<file path="src/rtl/jtframe_sdram_arb.sv">
// Round-robin arbiter sharing one SDRAM read port among SLOTS ROM requesters.
// One transaction in flight at a time; a ROM download suspends all traffic.
module jtframe_sdram_arb #(
  parameter int SLOTS = 4,
  parameter int AW    = 22,
  parameter int DW    = 32
) (
  input  logic               clk,
  input  logic               rst,
  input  logic               downloading,
  input  logic [SLOTS-1:0]   slot_req,
  input  logic [SLOTS*AW-1:0] slot_addr,
  output logic [SLOTS-1:0]   slot_ok,
  output logic [DW-1:0]      slot_dout,
  output logic               sdram_req,
  output logic [AW-1:0]      sdram_addr,
  input  logic               sdram_ack,
  input  logic               data_rdy,
  input  logic [DW-1:0]      data_read,
  output logic               refresh_en,
  output logic               busy,
  output logic [1:0]         dbg_state
);

  localparam int GW = (SLOTS > 1) ? $clog2(SLOTS) : 1;

  typedef enum logic [1:0] {
    ST_IDLE     = 2'd0,
    ST_WAIT_ACK = 2'd1,
    ST_WAIT_RDY = 2'd2
  } state_t;

  state_t            r_state, w_state_nx;
  logic [GW-1:0]     r_ptr, r_gnt, w_ptr_nx, w_gnt_nx, w_pick;
  logic              w_found, w_grant, w_rdy_now;
  logic [SLOTS-1:0]  r_ok, w_ok_nx;
  logic [DW-1:0]     r_dout, w_dout_nx;
  logic              r_req, w_req_nx;
  logic [AW-1:0]     r_addr, w_addr_nx;
  logic              r_refresh, w_refresh_nx;
  logic              r_busy;

  // First requesting slot at or above r_ptr, wrapping modulo SLOTS.
  always_comb begin : pick_p
    logic [GW:0] v_sum;
    v_sum   = '0;
    w_found = 1'b0;
    w_pick  = '0;
    for (int i = 0; i < SLOTS; i++) begin
      v_sum = {1'b0, r_ptr} + (GW+1)'(i);
      if (v_sum >= (GW+1)'(SLOTS)) v_sum = v_sum - (GW+1)'(SLOTS);
      if (!w_found && slot_req[v_sum[GW-1:0]]) begin
        w_found = 1'b1;
        w_pick  = v_sum[GW-1:0];
      end
    end
  end

  assign w_grant = (r_state == ST_IDLE) && w_found && !downloading;

  always_ff @(posedge clk) begin
    if (rst) begin
      r_state   <= ST_IDLE;
      r_ptr     <= '0;
      r_gnt     <= '0;
      r_ok      <= '0;
      r_dout    <= '0;
      r_req     <= 1'b0;
      r_addr    <= '0;
      r_refresh <= 1'b0;
      r_busy    <= 1'b0;
    end else begin
      r_state   <= w_state_nx;
      r_ptr     <= w_ptr_nx;
      r_gnt     <= w_gnt_nx;
      r_ok      <= w_ok_nx;
      r_dout    <= w_dout_nx;
      r_req     <= w_req_nx;
      r_addr    <= w_addr_nx;
      r_refresh <= w_refresh_nx;
      r_busy    <= (w_state_nx != ST_IDLE);
    end
  end

  // A same-cycle ack+rdy in WAIT_ACK completes the whole transaction at once.
  always_comb begin
    w_state_nx = r_state;
    w_rdy_now  = 1'b0;
    case (r_state)
      ST_IDLE: begin
        if (w_grant) w_state_nx = ST_WAIT_ACK;
      end
      ST_WAIT_ACK: begin
        if (sdram_ack) begin
          if (data_rdy) begin
            w_state_nx = ST_IDLE;
            w_rdy_now  = 1'b1;
          end else begin
            w_state_nx = ST_WAIT_RDY;
          end
        end
      end
      ST_WAIT_RDY: begin
        if (data_rdy) begin
          w_state_nx = ST_IDLE;
          w_rdy_now  = 1'b1;
        end
      end
      default: w_state_nx = ST_IDLE;
    endcase
    if (downloading) begin
      w_state_nx = ST_IDLE;
      w_rdy_now  = 1'b0;
    end
  end

  always_comb begin
    w_req_nx     = r_req;
    w_addr_nx    = r_addr;
    w_ok_nx      = '0;
    w_dout_nx    = r_dout;
    w_refresh_nx = 1'b0;
    w_gnt_nx     = r_gnt;
    w_ptr_nx     = r_ptr;
    case (r_state)
      ST_IDLE: begin
        if (w_grant) begin
          w_gnt_nx  = w_pick;
          w_addr_nx = slot_addr[int'(w_pick)*AW +: AW];
          w_req_nx  = 1'b1;
        end else begin
          w_refresh_nx = 1'b1;
        end
      end
      ST_WAIT_ACK: begin
        if (sdram_ack) w_req_nx = 1'b0;
      end
      default: ;
    endcase
    if (w_rdy_now) begin
      w_dout_nx      = data_read;
      w_ok_nx[r_gnt] = slot_req[r_gnt];
      w_ptr_nx       = (r_gnt == GW'(SLOTS-1)) ? '0 : r_gnt + 1'b1;
    end
    if (downloading) begin
      w_req_nx     = 1'b0;
      w_ok_nx      = '0;
      w_refresh_nx = 1'b1;
      w_ptr_nx     = r_ptr;
    end
  end

  assign slot_ok    = r_ok;
  assign slot_dout  = r_dout;
  assign sdram_req  = r_req;
  assign sdram_addr = r_addr;
  assign refresh_en = r_refresh;
  assign busy       = r_busy;
  assign dbg_state  = r_state;

endmodule

</file>
<file path="config.mk">
export PLATFORM = sky130hd
export DESIGN_NAME = jtframe_sdram_arb
export DESIGN_NICKNAME = d
export VERILOG_FILES = /design/src/rtl/jtframe_sdram_arb.sv
export SDC_FILE = /design/constraint.sdc
export NUM_CORES = 1
export LEC_CHECK = 0
export CORE_UTILIZATION = 40
export DETAILED_ROUTE_END_ITERATION = 8
export HOLD_SLACK_MARGIN = 0.06
export PLACE_DENSITY = 0.84
export SYNTH_ARGS = -nofsm -noshare
export SYNTH_HDL_FRONTEND = slang
export SYNTH_SLANG_ARGS = --single-unit
</file>
<file path="constraint.sdc">
create_clock -name clk -period 4.95 [get_ports clk]
set_input_delay 0.99 -clock clk [delete_from_list [all_inputs] [get_ports clk]]
set_output_delay 0.99 -clock clk [all_outputs]
set_load 0.05 [all_outputs]
</file>
### Word-level counts from Yosys, hierarchy flattened

Index checks and enable logic that the tools add are counted.

| cells by class | value |
|---|---|
| reduce and logical (&&, ||, !) cells | 18 |
| equal/unequal tests | 5 |
| multiplexer cells | 41 |
| bitwise logic cells | 3 |
| $mul | 1 |
| magnitude comparators | 10 |
| add/sub/neg operators | 8 |
| shift-type cells | 1 |

Operators by type and width:

| operator | count |
|---|---|
| indexed part select 88 x 8 -> 22 bit | 1 |
| 2-to-1 mux 2 bit | 14 |
| 2-to-1 mux 1 bit | 18 |
| less-than comparator 2 x 3 -> 1 bit (second input constant) | 5 |
| binary-select mux 1 bit (select 2 bit) | 5 |
| greater-or-equal comparator 3 bit (second input constant) | 3 |
| subtractor 2 x 1 -> 2 bit (second input constant) | 4 |
| adder 2 x 2 -> 3 bit (second input constant) | 2 |
| logical AND 1 bit | 6 |
| multiplier 2 x 4 -> 6 bit (second input constant) | 1 |
| one-hot mux 2 bit (3 select lines) | 1 |
| AND 4 bit | 1 |
| equality test 2 bit (second input constant) | 2 |
| zero test 1 bit | 4 |
| inequality test 2 bit (second input constant) | 2 |
| one-hot mux 1 bit (2 select lines) | 2 |
| AND reduction 2 bit | 2 |
| nonzero test 2 bit | 2 |
| adder 2 x 1 -> 3 bit (second input constant) | 1 |
| greater-or-equal comparator 2 x 3 -> 1 bit (second input constant) | 1 |
| AND reduction 3 bit | 1 |
| OR reduction 3 bit | 1 |
| adder 2 x 1 -> 2 bit (second input constant) | 1 |
| demux 1 bit (select 2 bit) | 1 |
| 5 further kinds | 6 |

| word-level totals | value |
|---|---|
| register bits | 67 |
| logic and storage cells | 96 |
| input port bits | 129 |

### Logic depth before layout (Yosys ltp)

Gate-level depths: netlist of the first run.

| logic depth | value |
|---|---|
| depth after elaboration | 20 |
| depth in mapped cells | 8 |
| gate-level depth less buffers | 7 |

### Worst setup path before layout of the first run

Ideal clock, no wire load.

| path | value |
|---|---|
| path kind | input to register |
| start point | in slot_req[2] |
| end point | reg r_addr[10], in the netlist sdram_addr[10] |
| required time | 4.822 ns |
| library setup time | 0.128 ns |
| arrival time | 2.095 ns |
| stages | 6 |
| path buffers | 1 |
| setup slack | 2.727 ns |
| cells stage by stage | or4_4 nand3_4 nor2_4 nand2b_4 buf_12 o221ai_2 |

| on the way | value |
|---|---|
| cells in the longest elaborated chain, start to end | 15 |
| elaborated cells on any way between the ends | 27 |
| classes of those cells | mul (1); shift (1); mux (16); reduce/logical (9) |

RTL lines:

| element | line | source |
|---|---|---|
| start: declaration | 11 | `input logic [SLOTS-1:0] slot_req,` |
| parallel branches: the longest is 15 deep, another holds binary-select mux 1 bit (select 2 bit) | -- |  |
| end signal: assignment | 79 | `r_addr <= w_addr_nx;` |
| end: declaration | 39 | `logic [AW-1:0] r_addr, w_addr_nx;` |

Parallel ways; which one is timed is not known. The select of a mux whose other input is x is not followed.
A chain may end at the register's enable or synchronous reset.

### Worst setup path after layout of the first run

| path | value |
|---|---|
| start point | in sdram_ack |
| end point | reg r_ok[0], in the netlist slot_ok[0] |

| on the way | value |
|---|---|
| cells in the longest elaborated chain, start to end | 5 |

RTL lines:

| element | line | source |
|---|---|---|
| start: declaration | 17 | `input logic sdram_ack,` |
| 2-to-1 mux 1 bit | 94 | `if (sdram_ack) begin` |
| one-hot mux 1 bit (2 select lines) | 89 | `case (r_state)` |
| 2-to-1 mux 1 bit | 111 | `if (downloading) begin` |
| NOT 1 bit (no line) | -- |  |
| OR reduction 3 bit (no line) | -- |  |
| end signal: assignment | 76 | `r_ok <= w_ok_nx;` |
| end: declaration | 36 | `logic [SLOTS-1:0] r_ok, w_ok_nx;` |

Every way passes these cells.

==> flow_metrics.tcl, run 1 <==
set metrics [dict create \
    status "complete, no violations" \
    hold_viol 0 \
    synth_cells 343 \
    crit_chain "clkdlybuf4s50_1 -> a21oi_1 -> or3_1 -> nor3_1 -> and2_1" \
    vias_per_cell 5.07 \
    cap_violations 0 \
    worst_pin_slew_ns 1.12 \
    synth-edff-count 0 \
    cts_setup_buffers 0 \
    fin_nets 664 \
    setup_viol_count_final 0 \
    synth_fp_nets 480 \
    drt_iter0_markers 54 \
    maxSlewViolCount 0 \
    antenna_found_initial 0 \
    start_util_pct 41.8 \
    dieArea_mm2 0.00853 \
    gp_congestion 0.778 \
    row_count 32 \
    cts_resized 0 \
    hold_class "reg2reg" \
    ys_ff_latch 67 \
    yosys.area.top_type "dfxtp_1" \
    synth_area_leaders "dfxtp_1, mux2i_1, nand2_1" \
    crit_fanout 36 \
    gr-usage-all-layers_pct 22.9 \
    final_util_pct 68.9 \
    tns_ns 0 \
    worstSetupPathType "in2reg" \
    async_reset_ff_share_pct 0 \
    max_freq_ghz 0.364 \
    placed_cell_area_mm2 0.00520 \
    drive_gt1_share_pct 10.3 \
    rsz0062_at_grt "false" \
    core_mm2 0.00781 \
    dpl.hpwl_um 7540 \
    cts_hold_buf 0 \
    yosysMostFrequentCell "nand2_1" \
    ys_warn_count 0 \
    max_stage_delay_ns 0.81 \
    root_buffer "clkbuf_8" \
    grt_pass1_vias 3132 \
    ys_types 37 \
    overflow 0 \
    slew-limit-headroom_pct 25.3 \
    yosysTopAreaCellShare_pct 41.1 \
    clock_latency_ns 0.35 \
    cp.arrival_ns 3.03 \
    die_x_um 92.4 \
    clockBufferDepth 2 \
    drc 0 \
    diodes 0 \
    crit_slowest_cell "or3_1" \
    syn2layout_area_growth_pct 64.6 \
    timing.hold.ws_ns 0.455 \
    routed_wl_um 9740 \
    path_clk_slew_ns 0.08 \
    power_leakage_nw 1.88 \
    dieHeight_um 92.4 \
    design_area_mm2 0.00538 \
    grt_max_degree 43 \
    fin_crit_sh_pct 55.6 \
    vias 3212 \
    ys_seq_area_share_pct 41.1 \
    grt_pass1_wl_um 15100 \
    period_needed_ns 2.75 \
    io_buffers 191 \
    cp_data_required_time_ns 5.23 \
    synth_common_cells "nand2_1, dfxtp_1, mux2i_1" \
    first_pass_iters 4 \
    skew_ns 0.00929 \
    critPathCaptureType "register" \
    antenna_left 0 \
    postSynthAreaPerCell_um2 9.52 \
    io_pins 192 \
    ir_worst_vdd_mv 0.189 \
    cts_buffers 9 \
    avgRoutedWirePerCell_um 15.4 \
    synth_area_mm2 0.00327 \
    htree_num_levels 3 \
    cts_tree "done" \
    synth_top_flop_cell "dfxtp_1" \
    power_density_mw_per_mm2 241 \
    start_kind "input port" \
    clock-sinks 67 \
]
registers in the layout, indices dropped and copies added (netlist names):
register	count
sdram_addr	22
r_gnt	2
dbg_state	2
sdram_req	1
refresh_en	1
slot_dout	32
slot_ok	4
busy	1
r_ptr	2
through the flow:
stage	instances	power (W)	worst slack, ns
global route	634	0.00135	1.95
detailed placement	618	0.000892	1.83
floorplan	343	0.000740	2.73
global placement	618	0.000887	1.88
CTS	634	0.00131	2.20
finish	634	0.00130	2.20
cells in the final DEF, fill, tap and decap left out, types with 3 or more instances in the layout:
cell	instances
o221ai_2	21
and2_1	4
buf_4	4
ha_1	8
a21oi_1	39
dfxtp_1	67
clkdlybuf4s50_1	191
clkbuf_8	9
nand2_1	90
nor2_1	4
inv_1	11
inv_6	3
mux2i_1	46
worst max-delay path: cells and delay by family:
family	cells	cell delay, ns
buffers and inverters	1	0.50
AOI/OAI and AO/OA	1	0.10
and+or+nand+nor	3	1.44
layout make-up:
cell class,instances,area [µm²]
inverters,12,45.0
fillers,616,2430
flip-flops and latches,67,1340
multi-input cells,242,1740
clock buffers,9,124
repair buffers,195,1940
well taps,102,128
clock inverters,7,58.8
layer usage:
layer	GRT usage, %	wire length, µm
met5	0	0
met4	8.07	116
met3	8.54	1050
met2	40.0	4690
met1	25.2	3870
cell families after synthesis:
| kind of cell | synth area share (%) |
|---|---|
| multiplexers | 14.8 |
| AO/OA/AOI/OAI | 19.6 |
| adder cells (fa/ha/maj) | 3.06 |
| AND/OR/NAND/NOR | 15.4 |
| flip-flops | 41.1 |
| buffers and inverters | 6.17 |
final timing paths:
kind         depth (start not counted)             to          start  slack [ns]
max                                  5     slot_ok[0]      sdram_ack        2.20
min                                  2  slot_dout[26]  slot_dout[26]        0.46
max reg2reg                          6     slot_ok[0]   dbg_state[1]        2.61
min reg2reg                          2  slot_dout[26]  slot_dout[26]        0.46
where the power goes:
| part | total [W] | switching, W | internal (W) |
|---|---|---|---|
| registers | 0.000568 | 0.0000107 | 0.000558 |
| clock network | 0.000417 | 0.000229 | 0.000188 |
| logic | 0.000310 | 0.000150 | 0.000160 |
No activity file was read; power rests on OpenSTA's default activity.
==> run 2: changes to the inputs <==
--- a/config.mk
+++ b/config.mk
@@ -5,10 +5,10 @@
 export SDC_FILE = /design/constraint.sdc
 export NUM_CORES = 1
 export LEC_CHECK = 0
-export CORE_UTILIZATION = 40
+export CORE_UTILIZATION = 34
 export DETAILED_ROUTE_END_ITERATION = 8
 export HOLD_SLACK_MARGIN = 0.06
-export PLACE_DENSITY = 0.84
+export PLACE_DENSITY = 0.76
 export SYNTH_ARGS = -nofsm -noshare
 export SYNTH_HDL_FRONTEND = slang
 export SYNTH_SLANG_ARGS = --single-unit
==> constraint.sdc (replaced) <==
create_clock -name clk -period 2.3 [get_ports clk]
set_input_delay 0.46 -clock clk [delete_from_list [all_inputs] [get_ports clk]]
set_output_delay 0.46 -clock clk [all_outputs]
set_load 0.05 [all_outputs]
==> run 2 against run 1 <==
Die area rose by 17%. Clock-buffer cell count up 1. Critical path depth decreased by 4. Non-clock buffer count grew 16. Critical endpoint is now dbg_state[1]. Largest power group unchanged. Highest routed layer unchanged.
==> flow_metrics.tcl, run 2 (same netlist as run 1, synthesis figures left out) <==
set metrics [dict create \
    p_comb_share_pct 23.5 \
    cap_violations 0 \
    start_util_pct 35.2 \
    routed_wl_um 10200 \
    slew-limit-headroom_pct 63.1 \
    cp.depth 1 \
    mostFrequentLayoutCell "clkdlybuf4s50_1" \
    power_leakage_nw 2.02 \
    drc 0 \
    skew_ns 0.00742 \
    worstSetupPathType "reg2out" \
    cts_hold_buf 0 \
    critPathCaptureType "output port" \
    root_buffer "clkbuf_8" \
    crit_family "buffers and inverters" \
    p_int_w 0.00222 \
    vias 3218 \
    die_x_um 100 \
    gp_congestion 0.837 \
    final_cell_mix "clkdlybuf4s50_1, nand2_1, dfxtp_1, mux2i_1, a21oi_1" \
    worstReg2RegStart "dbg_state[1]" \
    drt_iter0_markers 56 \
    syn2layout_area_growth_pct 74.9 \
    rsz0062_at_grt "false" \
    cts_buffers 9 \
    placed_cells 661 \
    grt_max_degree 34 \
    drive_gt1_share_pct 13.0 \
    clock_latency_ns 0.34 \
    avgRoutedWirePerCell_um 15.1 \
    fin_nets 680 \
    crit_chain "clkdlybuf4s50_1" \
    cp-endpoint "dbg_state[1]" \
    clock-sinks 67 \
    crit_buf_inv 1 \
    clockBufferDepth 2 \
    pwr-share-seq_pct 40.2 \
    clkPwrFrac_pct 36.3 \
    cp_data_required_time_ns 1.84 \
    cts_resized 0 \
    hold_viol 0 \
    crit_fanout 5 \
    fill_cells 800 \
    htree_num_levels 3 \
    gr-usage-all-layers_pct 20.5 \
    switchingPower_w 0.000827 \
    largest_reg_flops 32 \
    placed_cell_area_mm2 0.00549 \
    first_pass_iters 4 \
    vias_per_cell 4.75 \
    diodes 0 \
    max_freq_ghz 0.485 \
    core_mm2 0.00928 \
    reg2reg_slack_ns 0.49 \
    power_density_mw_per_mm2 534 \
    period_needed_ns 2.06 \
    dieHeight_um 100 \
    cp.arrival_ns 1.60 \
    max_stage_delay_ns 0.84 \
    cts_setup_buffers 0 \
    reg2reg_depth 8 \
    dpl.hpwl_um 8000 \
    grt_pass1_vias 3224 \
    worst_pin_slew_ns 0.552 \
    io_pins 192 \
    crit_slowest_cell "clkdlybuf4s50_1" \
    hold_class "reg2reg" \
    final_util_pct 61.5 \
    overflow 0 \
    cts_tree "done" \
    multiInputGateArea_mm2 0.00174 \
    maxSlewViolCount 0 \
    ir_worst_vdd_mv 0.360 \
    antenna_found_initial 0 \
    status "complete, no violations" \
    path_clk_slew_ns 0.07 \
    dieArea_mm2 0.0100 \
    grt_pass1_wl_um 15900 \
    fin_crit_sh_pct 89.6 \
    timing.rr.end "r_ptr[0]" \
    swShare_pct 27.1 \
    start_kind "register" \
    crit_start "dbg_state[1]" \
    instances_no_fill 677 \
    row_count 35 \
    antenna_left 0 \
    design_area_mm2 0.00571 \
    setup_viol_count_final 0 \
    seq_area_mm2 0.00134 \
    io_buffers 191 \
]
## run 2: metal layers
metal / GRT usage, % / part of all wire (%) / wire, µm / vias to the layer above
li1: - / - / - / 1591
met1: 23.7 / 41 / 4210 / 1475
met2: 34.7 / 47 / 4810 / 144
met3: 7.45 / 11 / 1080 / 8
met4: 7.36 / 1.0 / 104 / 0
met5: 0 / 0 / 0 / -
## run 2: layout make-up
class / count / area share (%)
clock buffer: 10 / 2.41
clock inverter: 6 / 1.55
inverter: 12 / 0.788
multi-input combinational: 242 / 30.5
sequential: 67 / 23.5
tap: 129 / 2.82
timing repair buffer: 211 / 38.5
## run 2: through the flow
step	worst slack (ns)	setup TNS (ns)	hold slack (ns)	power [W]
6_report	0.240	0	0.456	0.00305
4_1_cts	0.213	0	0.456	0.00310
2_1_floorplan	0.180	0	0.474	0.00159
3_5_place_dp	-0.0498	-0.116	0.449	0.00197
3_3_place_gp	-0.00346	-0.00346	0.441	0.00196
5_1_grt	0.179	0	0.473	0.00319
## run 2: power groups by stage
stage	Sequential, W	Combinational (W)	Clock [W]
floorplan	0.00138	0.000209	0
global placement	0.00125	0.000713	0
detailed placement	0.00125	0.000721	0
CTS	0.00122	0.000723	0.00115
global route	0.00123	0.000756	0.00120
finish	0.00123	0.000718	0.00111
## run 2: worst min-delay path by stage
stage                  start       endpoint  slack, ns  cells after the start
6_report       slot_dout[23]  slot_dout[23]       0.46                      2
5_1_grt        slot_dout[23]  slot_dout[23]       0.47                      2
4_1_cts        slot_dout[23]  slot_dout[23]       0.46                      2
3_5_place_dp   slot_dout[23]  slot_dout[23]       0.45                      2
3_3_place_gp   slot_dout[15]  slot_dout[15]       0.44                      2
2_1_floorplan       r_ptr[1]       r_ptr[1]       0.47                      2
==> run 3: changes to the inputs <==
--- a/config.mk
+++ b/config.mk
@@ -5,10 +5,13 @@
 export SDC_FILE = /design/constraint.sdc
 export NUM_CORES = 1
 export LEC_CHECK = 0
-export CORE_UTILIZATION = 34
+export CELL_PAD_IN_SITES_DETAIL_PLACEMENT = 1
+export CELL_PAD_IN_SITES_GLOBAL_PLACEMENT = 1
+export CORE_MARGIN = 2
+export CORE_UTILIZATION = 24
 export DETAILED_ROUTE_END_ITERATION = 8
 export HOLD_SLACK_MARGIN = 0.06
-export PLACE_DENSITY = 0.76
+export PLACE_DENSITY_LB_ADDON = 0.1
 export SYNTH_ARGS = -nofsm -noshare
 export SYNTH_HDL_FRONTEND = slang
 export SYNTH_SLANG_ARGS = --single-unit
==> run 3 against run 2 <==
Worst hold slack improved by 0.0012 ns. Maximum frequency shrank 0.83%. Clock-buffer cell count unchanged. Combinational power increased by 2%. Clock power is 45% higher. Sequential share of layout area fell by 0.85 points. Via count increased by 1.5%. Largest power group is now clock.
==> flow_metrics.tcl, run 3 (same netlist as run 1, synthesis figures left out) <==
set metrics [dict create \
    reg2reg_slack_ns 0.44 \
    min_delay_worst_endpoint "slot_dout[24]" \
    grt_pass1_wl_um 18500 \
    crit_slowest_cell "clkdlybuf4s50_1" \
    first_pass_iters 4 \
    fin_crit_sh_pct 90.3 \
    setup_viol_count_final 0 \
    htree_num_levels 3 \
    root_buffer "clkbuf_16" \
    crit_chain "clkdlybuf4s50_1" \
    io_buffers 191 \
    vias_per_cell 4.46 \
    max_freq_ghz 0.481 \
    p_int_w 0.00268 \
    instances_no_fill 732 \
    placed_cell_area_mm2 0.00558 \
    cp.arrival_ns 1.62 \
    power_density_mw_per_mm2 601 \
    power_leakage_nw 2.12 \
    slew-limit-headroom_pct 62.1 \
    vias 3267 \
    skew_ns 0.00423 \
    cts_tree "done" \
    row_count 42 \
    path_clk_slew_ns 0.06 \
    antenna_found_initial 0 \
    avgRoutedWirePerCell_um 16.2 \
    drc 0 \
    syn2layout_area_growth_pct 81.5 \
    placed_cells 716 \
    ir_worst_vdd_mv 0.339 \
    routed_wl_um 11800 \
    dpl.hpwl_um 9280 \
    place_ws_ns -0.0485 \
    cts_resized 0 \
    largest_reg_flops 32 \
    design_area_mm2 0.00593 \
    drive_gt1_share_pct 14.4 \
    timing.rr.end "slot_dout[3]" \
    period_needed_ns 2.08 \
    die_x_um 121 \
    min_from "slot_dout[24]" \
    start_kind "register" \
    final_cell_mix "clkdlybuf4s50_1, nand2_1, dfxtp_1, mux2i_1, a21oi_1" \
    grt_max_degree 34 \
    clockBufferDepth 2 \
    diodes 0 \
    antenna_left 0 \
    fin_nets 688 \
    p_comb_share_pct 20.5 \
    cap_violations 0 \
    clkPwrFrac_pct 45.1 \
    worstSetupPathType "reg2out" \
    cts_setup_buffers 0 \
    max_stage_delay_ns 0.88 \
    critPathCaptureType "output port" \
    fill_cells 1509 \
    grt_pass1_vias 3536 \
    worstReg2RegStart "dbg_state[1]" \
    holdPathStages 2 \
    swShare_pct 24.8 \
    gp_congestion 0.809 \
    clock_latency_ns 0.33 \
    crit_fanout 5 \
    mostFrequentLayoutCell "clkdlybuf4s50_1" \
    start_util_pct 24.7 \
    io_pins 192 \
    gr-usage-all-layers_pct 16.2 \
    drt_iter0_markers 95 \
    overflow 0 \
    setup_ws_ns 0.222 \
    hold_class "reg2reg" \
    clock-sinks 67 \
    cts_hold_buf 0 \
    pwr-share-seq_pct 34.4 \
    crit_family "buffers and inverters" \
    status "complete, no violations" \
    dieHeight_um 121 \
    cts_buffers 9 \
    cp_data_required_time_ns 1.84 \
    reg2reg_depth 7 \
    hold_viol 0 \
    rsz0062_at_grt "false" \
    maxSlewViolCount 0 \
    dieArea_mm2 0.0146 \
    core_mm2 0.0132 \
    final_util_pct 44.8 \
    worst_pin_slew_ns 0.567 \
    crit_buf_inv 1 \
    switchingPower_w 0.000886 \
]
[run 3: cell type report]
cell class	count	area (µm²)	area share [%]
tap	176	220	3.71
clock buffer	10	239	4.03
clock inverter	6	113	1.90
sequential	67	1340	22.6
timing repair buffer	219	2230	37.6
multi-input combinational	242	1740	29.4
inverter	12	45.0	0.760
[run 3: per-layer routing]
layer / vias to the layer above / track usage, % / part of all wire [%]
li1: 1613 / - / -
met1: 1516 / 19.0 / 43
met2: 128 / 27.6 / 47
met3: 10 / 5.75 / 9.3
met4: 0 / 5.23 / 1.3
met5: - / 0 / 0
[run 3: worst max-delay path by stage]
stage               depth (start not counted)         start             to  slack, ns
global route                                1  dbg_state[1]   dbg_state[1]       0.14
global placement                            8   slot_req[1]  sdram_addr[6]       0.01
floorplan                                   8  dbg_state[0]       r_ptr[0]       0.18
finish                                      1  dbg_state[1]   dbg_state[1]       0.22
detailed placement                          8   slot_req[1]  sdram_addr[5]      -0.05
CTS                                         1  dbg_state[1]   dbg_state[1]       0.19
[run 3: power by group through the flow]
stage          sequential (W)  combinational (W)  clock (W)
6_report              0.00123           0.000732    0.00161
5_1_grt               0.00123           0.000776    0.00172
4_1_cts               0.00123           0.000742    0.00167
3_5_place_dp          0.00125           0.000739          0
3_3_place_gp          0.00125           0.000728          0
2_1_floorplan         0.00138           0.000209          0
[run 3: worst reg2reg max path, delay by kind of cell, from the launching register on]
| kind | cells | cell delay, ns |
|---|---|---|
| buffers and inverters | 2 | 0.46 |
| flip-flops | 1 | 0.41 |
| AO/OA/AOI/OAI | 2 | 0.35 |
| AND/OR/NAND/NOR | 2 | 0.35 |
| adder cells (fa/ha/maj) | 1 | 0.22 |
[run 3: per-stage QoR]
step | total power [W] | setup TNS (ns) | hold WS [ns]
after floorplan | 0.00159 | 0 | 0.474
after global placement | 0.00198 | 0 | 0.441
after detailed placement | 0.00199 | -0.336 | 0.449
after CTS | 0.00363 | 0 | 0.458
after global routing | 0.00373 | 0 | 0.470
final | 0.00357 | 0 | 0.457
